$ cat src/rtl/pec_sink.sv
`default_nettype none
// ---------------------------------------------------------------------------
// pec_sink : captures per-pixel accumulator results and serialises them onto
//            a valid/ready beat stream, one feature per beat.
// Options  : define PEC_SNK_RELU_EN to zero negative features at the output.
// Revision : 1.0
// ---------------------------------------------------------------------------
package pec_sink_pkg;
   typedef enum logic [2:0] {
      CTRL_IDLE         = 3'd0,
      CTRL_READY        = 3'd1,
      CTRL_BUSY         = 3'd2,
      CTRL_STORE_OUTPUT = 3'd3
   } pec_ctrl_fsm_state_t;

   typedef enum logic [1:0] {
      OP_NOP     = 2'd0,
      OP_COMPUTE = 2'd1,
      OP_LOAD    = 2'd2,
      OP_CLEAR   = 2'd3
   } pec_operations_e;

   typedef enum logic [1:0] {
      SNK_READY = 2'd0,
      SNK_BUSY  = 2'd1,
      SNK_STORE = 2'd2
   } pec_snk_state_e;

   typedef struct packed {
      pec_snk_state_e curr_state;
      pec_snk_state_e next_state;
   } pec_snk_fsm_state_t;
endpackage

module pec_sink
   import pec_sink_pkg::*;
#(
   parameter int NUM_FEAT = 16,
   parameter int ACC_W    = 24,
   parameter int DATA_W   = 32,
   parameter int PIX_W    = 16
) (
   input  logic                      clk_i,
   input  logic                      rst_i,
   input  pec_ctrl_fsm_state_t       ctrl_state_i,
   input  logic                      start_i,
   input  logic [1:0]                op_i,
   input  logic [PIX_W-1:0]          num_pixels_i,
   input  logic [NUM_FEAT*ACC_W-1:0] acc_i,
   output pec_snk_fsm_state_t        snk_fsm_state_o,
   pec_sink_if.master                m,
   output logic                      acc_clear_o,
   output logic [PIX_W-1:0]          pix_cnt_o
);
   localparam int               FEAT_W    = (NUM_FEAT > 1) ? $clog2(NUM_FEAT) : 1;
   localparam logic [FEAT_W-1:0] LAST_FEAT = FEAT_W'(NUM_FEAT - 1);
   localparam logic [PIX_W-1:0]  PIX_MAX   = '1;

   pec_snk_state_e            curr_state;
   pec_snk_state_e            next_state;
   logic [FEAT_W-1:0]         feat_cnt;
   logic [PIX_W-1:0]          target;
   logic [ACC_W-1:0]          cap_buf [NUM_FEAT];

   logic                      handshake;
   logic                      last_feat;
   logic                      last_pix;
   logic                      arm;
   logic                      capture;
   logic signed [ACC_W-1:0]   cur_feat;
   logic signed [DATA_W-1:0]  cur_ext;

   assign handshake = m.valid && m.ready;
   assign last_feat = (feat_cnt == LAST_FEAT);
   // One extra bit so the compare stays correct once pix_cnt_o has saturated.
   assign last_pix  = (({1'b0, pix_cnt_o} + (PIX_W+1)'(1)) >= {1'b0, target});
   assign arm       = start_i && (op_i == OP_COMPUTE) && (curr_state == SNK_READY);
   assign capture   = (curr_state != SNK_STORE) && (ctrl_state_i == CTRL_STORE_OUTPUT);

   always_comb begin
      next_state = curr_state;
      case (curr_state)
         SNK_READY, SNK_BUSY: if (capture) next_state = SNK_STORE;
         SNK_STORE: begin
            if (handshake && last_feat)
               next_state = last_pix ? SNK_READY : SNK_BUSY;
         end
         default: next_state = SNK_READY;
      endcase
   end

   assign snk_fsm_state_o.curr_state = curr_state;
   assign snk_fsm_state_o.next_state = next_state;

   assign cur_feat = cap_buf[feat_cnt];
   assign cur_ext  = DATA_W'(cur_feat);

   assign m.valid = (curr_state == SNK_STORE);
   assign m.last  = m.valid && last_feat && last_pix;
`ifdef PEC_SNK_RELU_EN
   assign m.data  = cur_feat[ACC_W-1] ? '0 : cur_ext;
`else
   assign m.data  = cur_ext;
`endif

   always_ff @(posedge clk_i) begin
      if (rst_i) begin
         curr_state  <= SNK_READY;
         feat_cnt    <= '0;
         target      <= PIX_W'(1);
         pix_cnt_o   <= '0;
         acc_clear_o <= 1'b0;
         for (int f = 0; f < NUM_FEAT; f++) cap_buf[f] <= '0;
      end else begin
         curr_state  <= next_state;
         acc_clear_o <= capture;
         if (arm) begin
            target    <= (num_pixels_i == '0) ? PIX_W'(1) : num_pixels_i;
            pix_cnt_o <= '0;
         end
         // capture only happens outside SNK_STORE, handshake only inside it
         if (capture) begin
            for (int f = 0; f < NUM_FEAT; f++) cap_buf[f] <= acc_i[f*ACC_W +: ACC_W];
            feat_cnt <= '0;
         end else if (handshake) begin
            feat_cnt <= last_feat ? '0 : feat_cnt + FEAT_W'(1);
            if (last_feat && (pix_cnt_o != PIX_MAX))
               pix_cnt_o <= pix_cnt_o + PIX_W'(1);
         end
      end
   end
endmodule
`default_nettype wire

$ cat src/rtl/pec_sink_if.sv
`default_nettype none
// ---------------------------------------------------------------------------
// pec_sink_if : valid/ready output beat stream of the PEC sink
// Revision    : 1.0
// ---------------------------------------------------------------------------
interface pec_sink_if #(
   parameter int DATA_W = 32
);
   logic              valid;
   logic              ready;
   logic              last;
   logic [DATA_W-1:0] data;

   modport master (output valid, data, last, input ready);
   modport slave  (input valid, data, last, output ready);
endinterface
`default_nettype wire

$ cat src/flat_wrapper.sv
// flat-port wrapper written by rule: the top's interface ports become plain ports
module pec_sink_flat import pec_sink_pkg::*;
#(
   parameter int NUM_FEAT = 16,
   parameter int ACC_W    = 24,
   parameter int DATA_W   = 32,
   parameter int PIX_W    = 16
)
  (clk_i, rst_i, ctrl_state_i, start_i, op_i, num_pixels_i, acc_i, snk_fsm_state_o, acc_clear_o, pix_cnt_o, m_valid, m_data, m_last, m_ready);
  pec_sink_if #(.DATA_W(DATA_W)) m_i ();
  input  logic clk_i;
  input  logic rst_i;
  input  pec_ctrl_fsm_state_t ctrl_state_i;
  input  logic start_i;
  input  logic [1:0] op_i;
  input  logic [PIX_W-1:0] num_pixels_i;
  input  logic [NUM_FEAT*ACC_W-1:0] acc_i;
  output pec_snk_fsm_state_t snk_fsm_state_o;
  output logic acc_clear_o;
  output logic [PIX_W-1:0] pix_cnt_o;
  output wire logic [$bits(m_i.valid)-1:0] m_valid;
  output wire logic [$bits(m_i.data)-1:0] m_data;
  output wire logic [$bits(m_i.last)-1:0] m_last;
  input wire logic [$bits(m_i.ready)-1:0] m_ready;
  assign m_valid = m_i.valid;
  assign m_data = m_i.data;
  assign m_last = m_i.last;
  assign m_i.ready = m_ready;
  pec_sink #(.NUM_FEAT(NUM_FEAT), .ACC_W(ACC_W), .DATA_W(DATA_W), .PIX_W(PIX_W)) u_core (.clk_i(clk_i), .rst_i(rst_i), .ctrl_state_i(ctrl_state_i), .start_i(start_i), .op_i(op_i), .num_pixels_i(num_pixels_i), .acc_i(acc_i), .snk_fsm_state_o(snk_fsm_state_o), .m(m_i), .acc_clear_o(acc_clear_o), .pix_cnt_o(pix_cnt_o));
endmodule
$ cat config.mk
export PLATFORM = sky130hd
export DESIGN_NAME = pec_sink_flat
export DESIGN_NICKNAME = d
export VERILOG_FILES = /design/src/rtl/pec_sink.sv /design/src/rtl/pec_sink_if.sv /design/src/flat_wrapper.sv
export SDC_FILE = /design/constraint.sdc
export NUM_CORES = 1
export LEC_CHECK = 0
export BUFFER_PORTS_ARGS = -buffer_cell sky130_fd_sc_hd__clkbuf_2
export CORE_ASPECT_RATIO = 1.25
export CORE_MARGIN = 1
export CORE_UTILIZATION = 54
export CTS_CLUSTER_SIZE = 12
export DETAILED_ROUTE_END_ITERATION = 10
export HOLD_SLACK_MARGIN = 0.12
export MAX_ROUTING_LAYER = met4
export PLACE_DENSITY_LB_ADDON = 0.12
export SLEW_MARGIN = 20
export SYNTH_ARGS = -nofsm -noshare
export SYNTH_HDL_FRONTEND = slang
export SYNTH_SLANG_ARGS = --single-unit
$ cat constraint.sdc
create_clock -name clk_i -period 13.1 [get_ports clk_i]
set_clock_uncertainty 0.2 [all_clocks]
set_input_delay 0.655 -clock clk_i [delete_from_list [all_inputs] [get_ports clk_i]]
set_output_delay 0.655 -clock clk_i [all_outputs]
set_load 0.05 [all_outputs]
## Yosys cells after proc, flatten, opt, wreduce, memory -nomap -nowiden

Memories as Yosys holds them, arrays and structs flattened. A register that Yosys moved wholly into a read port is not among the register bits.
Index checks and enable logic that the tools add are counted.

| operators by class | value |
|---|---|
| add/subtract/negate cells | 3 |
| magnitude comparators | 1 |
| eq/ne operators | 7 |
| mux-type cells | 33 |
| bitwise gates (word level) | 16 |
| reductions and logical operators | 12 |

Operator list:

| cell | count |
|---|---|
| two-way mux 24 bit | 16 |
| two-way mux 16 bit | 5 |
| adder 16 x 1 -> 17 bit (second input constant) | 1 |
| >= comparator 17 x 16 -> 1 bit | 1 |
| adder 16 x 1 -> 16 bit (second input constant) | 1 |
| logical NOT 16 bit | 1 |
| inequality test 16 bit (second input constant) | 1 |
| OR 1 bit | 16 |
| two-way mux 4 bit | 3 |
| logical AND 1 bit | 8 |
| two-way mux 1 bit | 6 |
| adder 4 x 1 -> 4 bit (second input constant) | 1 |
| equality test 2 x 1 -> 1 bit (second input constant) | 2 |
| equality test 4 bit (second input constant) | 1 |
| two-way mux 2 bit | 2 |
| one-hot mux 2 bit (2 select lines) | 1 |
| OR reduction 2 bit | 2 |
| equality test 3 x 2 -> 1 bit (second input constant) | 1 |
| equality test 2 bit (second input constant) | 1 |
| logical NOT 2 bit | 1 |
| inequality test 2 bit (second input constant) | 1 |

| word-level totals | value |
|---|---|
| bits in registers | 39 |
| RAM bits | 384 |
| input bits | 409 |
| output and inout bits | 55 |
| logic and storage cells | 78 |
| memories | 1 |

Memories:

| memory | depth | bits a word | read ports | clocked after Yosys merged registers in | write ports | line | text |
|---|---|---|---|---|---|---|---|
| u_core.cap_buf | 16 | 24 | 1 | 1 | 16 | pec_sink.sv:63 | `logic [ACC_W-1:0] cap_buf [NUM_FEAT];` |

## Logic depth before layout (Yosys ltp)

| depth | value |
|---|---|
| depth in word-level cells | 7 |
| mapped depth | 11 |
| mapped depth without buffers | 11 |

## Worst setup path after synthesis

OpenSTA, ideal clock, no wires.

| timing path | value |
|---|---|
| path kind | input to register |
| start | in rst_i |
| end | reg (tool-made name) |
| library setup time | 0.495 ns |
| arrival time | 8.981 ns |
| data required time | 12.405 ns |
| path slack | 3.423 ns |
| stages on the path | 5 |
| path buffers | 2 |
| cell sequence | clkbuf_1 -> clkbuf_1 -> nor2_1 -> inv_1 -> nor2_1 |

RTL lines:

| item | line | text |
|---|---|---|
| start: declaration | flat_wrapper.sv:12 | `input logic rst_i;` |

## Worst setup path in the final report

| timing path | value |
|---|---|
| start | reg u_core.pix_cnt_o[0] |
| end | out m_last |

| on the way | value |
|---|---|
| cells in the longest elaborated chain, start to end | 3 |

RTL lines:

| item | line | text |
|---|---|---|
| start: declaration | pec_sink.sv:53 | `output logic [PIX_W-1:0] pix_cnt_o` |
| start signal: assignment | pec_sink.sv:128 | `pix_cnt_o <= pix_cnt_o + PIX_W'(1);` |
| adder 16 x 1 -> 17 bit | pec_sink.sv:76 | `assign last_pix = (({1'b0, pix_cnt_o} + (PIX_W+1)'(1)) >= {1'b0, target});` |
| >= comparator 17 x 16 -> 1 bit | pec_sink.sv:76 |  |
| logical AND 1 bit | pec_sink.sv:99 | `assign m.last = m.valid && last_feat && last_pix;` |
| end: declaration | flat_wrapper.sv:23 | `output wire logic [$bits(m_i.last)-1:0] m_last;` |

No other way between the ends.

==> qor.yml <==
logic_synthesis:
  post_synth_num_cell_types: 44
  async_reset_ff_share_pct: 0
  yosys_warnings: 0
  syn_area_um2: 19500
  synth_cells: 1277
  synth_top_family_by_area: "simple AND/OR/NAND/NOR gates"
  synth-seq-cells: 427
  yosysTopAreaCellShare_pct: 59.3
  synth_edf_count: 384
  muxShareOfSynthArea_pct: 13.9
  syn_avg_cell_area_um2: 15.2
  synth_xor_xnor_area_share_pct: 0.720
  yosys.area_share.adder_pct: 1.16
  synth_compound_area_share_pct: 1.69
  synth_ff_type: "edfxtp_1"
  syn_nets: 1704
  yosys-top-cells-area: "edfxtp_1 59%, mux4_2 14%, and2_1 7.7%"
  ys_seq_area_share_pct: 63.7
  synth_top_cell_by_area: "edfxtp_1"
  yosys.area_share.simple_pct: 16.1
global_routing:
  grt_use_total_pct: 29.6
  antenna_found_initial: 18
  first_global_vias: 12400
  gr-total-overflow: 0
  grt_max_degree: 148
  grt_pass1_wl_um: 75900
sta:
  tns_ns: 0
  maxSlewHeadroom_pct: 30.7
  hold_viol_final: 0
  worst_slew_pin_slew_ns: 1.04
  min_period_ns: 4.57
  fin_crit_sh_pct: 34.9
  finalSetupViolCount: 0
  final_max_slew_viol_count: 0
  worst_slack_ns: 8.53
  rsz0062_at_grt: "false"
  fmax_ghz: 0.219
hold_path:
  worstHoldPathType: "input port to register"
placement:
  hpwl_um: 38000
  pre_cts_ws_ns: 8.78
  port_buffers: 463
  dp.cells: 2129
  gp_congestion: 0.919
critical_path:
  critPathMaxFanout: 7
  path_class: "register to output port"
  crit_arrival_ns: 3.71
  start_kind: "register"
  cp-end-kind: "output port"
  cp.required_ns: 12.24
  rrSetupSlack_ns: 9.72
drt:
  routed_wl_um: 52500
  drt_first_pass_iters: 5
  drc_errors: 0
  postRouteAntennaNets: 0
  num_vias: 12200
  drt_iter0_drc: 953
  detail_route.wl_per_cell_um: 23.7
  vias_per_cell: 5.48
floorplan:
  start_util_pct: 54.9
  dieHeight_um: 214
  rows: 77
  fp.dieArea_um2: 36800
  die_w_um: 172
  ios: 464
  coreArea_um2: 35500
clocking:
  clk_pin_slew_ns: 0.06
  clock_latency_ns: 0.54
  post-cts-setup-buffers: 0
  cts_buffers: 43
  cts.htree.levels: 2
  hold_buffers: 0
  cts_tree: "yes"
  root_buffer: "clkbuf_16"
  post_cts_resize_count: 0
  cts_num_sinks: 427
  cts_buffer_depth: 3
finish:
  area_growth_syn_to_layout_pct: 19.9
  finalNonFillerCells: 2221
  layout-drive-gt1-share_pct: 37.7
  nNetsFinal: 2128
  final_util_pct: 65.8
power:
  power_per_cell_area_nw_per_um2: 127
  p_leak_nw: 9.14
  irDropWorstVdd_mv: 0.0938
job:
  maxCapViolations: 0
run_status:
  status: "finished clean"
[cells in the final DEF (no fill, tap or decap), types with 21 or more instances in the layout]
| cell type | instances |
|---|---|
| a21oi_1 | 34 |
| and2_1 | 241 |
| clkbuf_16 | 45 |
| clkbuf_2 | 462 |
| dfxtp_1 | 39 |
| edfxtp_1 | 384 |
| mux4_2 | 120 |
| nand2_1 | 56 |
| nand3_1 | 21 |
| nor2b_1 | 147 |
[where the power goes]
part,switching [mW],internal (mW),total (mW)
Sequential,0.0323,1.57,1.60
Combinational,0.130,0.110,0.239
Clock,0.489,0.634,1.12
[cell usage after synthesis, types with 2 or more instances]
library cell and count:
edfxtp_1 384, and2_1 241, nor2b_1 147, mux4_2 120, nand2_1 56, clkbuf_1 55, dfxtp_1 43, a21oi_1 34
nand3_1 21, buf_2 20, ha_1 18, inv_1 17, nor2_1 11, nor3_1 10, xnor2_1 10, buf_4 9
o21ai_0 8, and3_1 6, nand3b_1 6, or3_1 6, xor2_1 6, nor4_1 5, o21ai_1 5, a31oi_1 4
and4_1 4, buf_1 4, buf_8 4, nand4_1 4, a41oi_1 2, buf_6 2, nor4b_1 2
[worst max-delay path, cell delays in order (launching register included)]
cell and delay [ns]:
dfxtp_1 0.47, ha_1 0.32, nand4_1 0.22, nor2_1 0.34, nand2_1 0.14, xnor2_1 0.14
ha_1 0.30, nand3_1 0.11, nor4_1 0.30, o21ai_0 0.15, o211ai_1 0.21, o211a_1 0.19
clkbuf_2 0.27
[metal layers]
| layer | vias to the layer above | track usage (%) | part of all wire (%) |
|---|---|---|---|
| met5 | - | - | 0 |
| met3 | 85 | 6.64 | 7.4 |
| met2 | 503 | 50.4 | 52 |
| met4 | 0 | 11.4 | 3.6 |
| li1 | 5567 | - | - |
| met1 | 6018 | 33.8 | 36 |
[final timing paths]
path	from	to	depth (start not counted)
worst max-delay path	u_core.pix_cnt_o[0]$_SDFF_PP0_	m_last	12
worst min-delay path	num_pixels_i[15]	u_core.target[15]$_SDFFE_PP0P_	3
worst max register to register	u_core.curr_state[1]$_SDFF_PP0_	u_core.cap_buf[11][7]$_SDFFCE_PP0P_	5
worst min register to register	u_core.target[15]$_SDFFE_PP0P_	u_core.target[15]$_SDFFE_PP0P_	2
[cells by family after synthesis]
group                      after synthesis
AOI/OAI and AO/OA                       59
xor gates and xnor gates                16
adders and majority gates               18
buffers and inverters                  112
DFF                                    427
muxes                                  120
and+or+nand+nor                        525
[cell type report]
class	instances	area, um^2
antenna	19	47.5
clock buffer	66	1210
clock inverter	6	26.3
fill	2682	12100
inverter	18	75.1
multi-input combinational	738	6530
sequential	427	12400
tap	474	593
timing repair buffer	473	2430
[registers in the layout (all words and copies together), names as in the netlist, named ones only]
name	count
u_core.cap_buf	384
u_core.feat_cnt	4
u_core.target	16
u_core.acc_clear_o	1
u_core.curr_state	2
u_core.pix_cnt_o	16
[per-stage QoR]
stage          hold WS (ns)  total power [mW]  cell area [um^2]
2_1_floorplan         0.236              1.77             19500
3_3_place_gp          0.244              1.87             22000
3_5_place_dp          0.247              1.87             22000
4_1_cts               0.123              2.98             23200
5_1_grt               0.146              3.05             23300
6_report              0.147              2.96             23300
(Power assumes the default switching activity.)
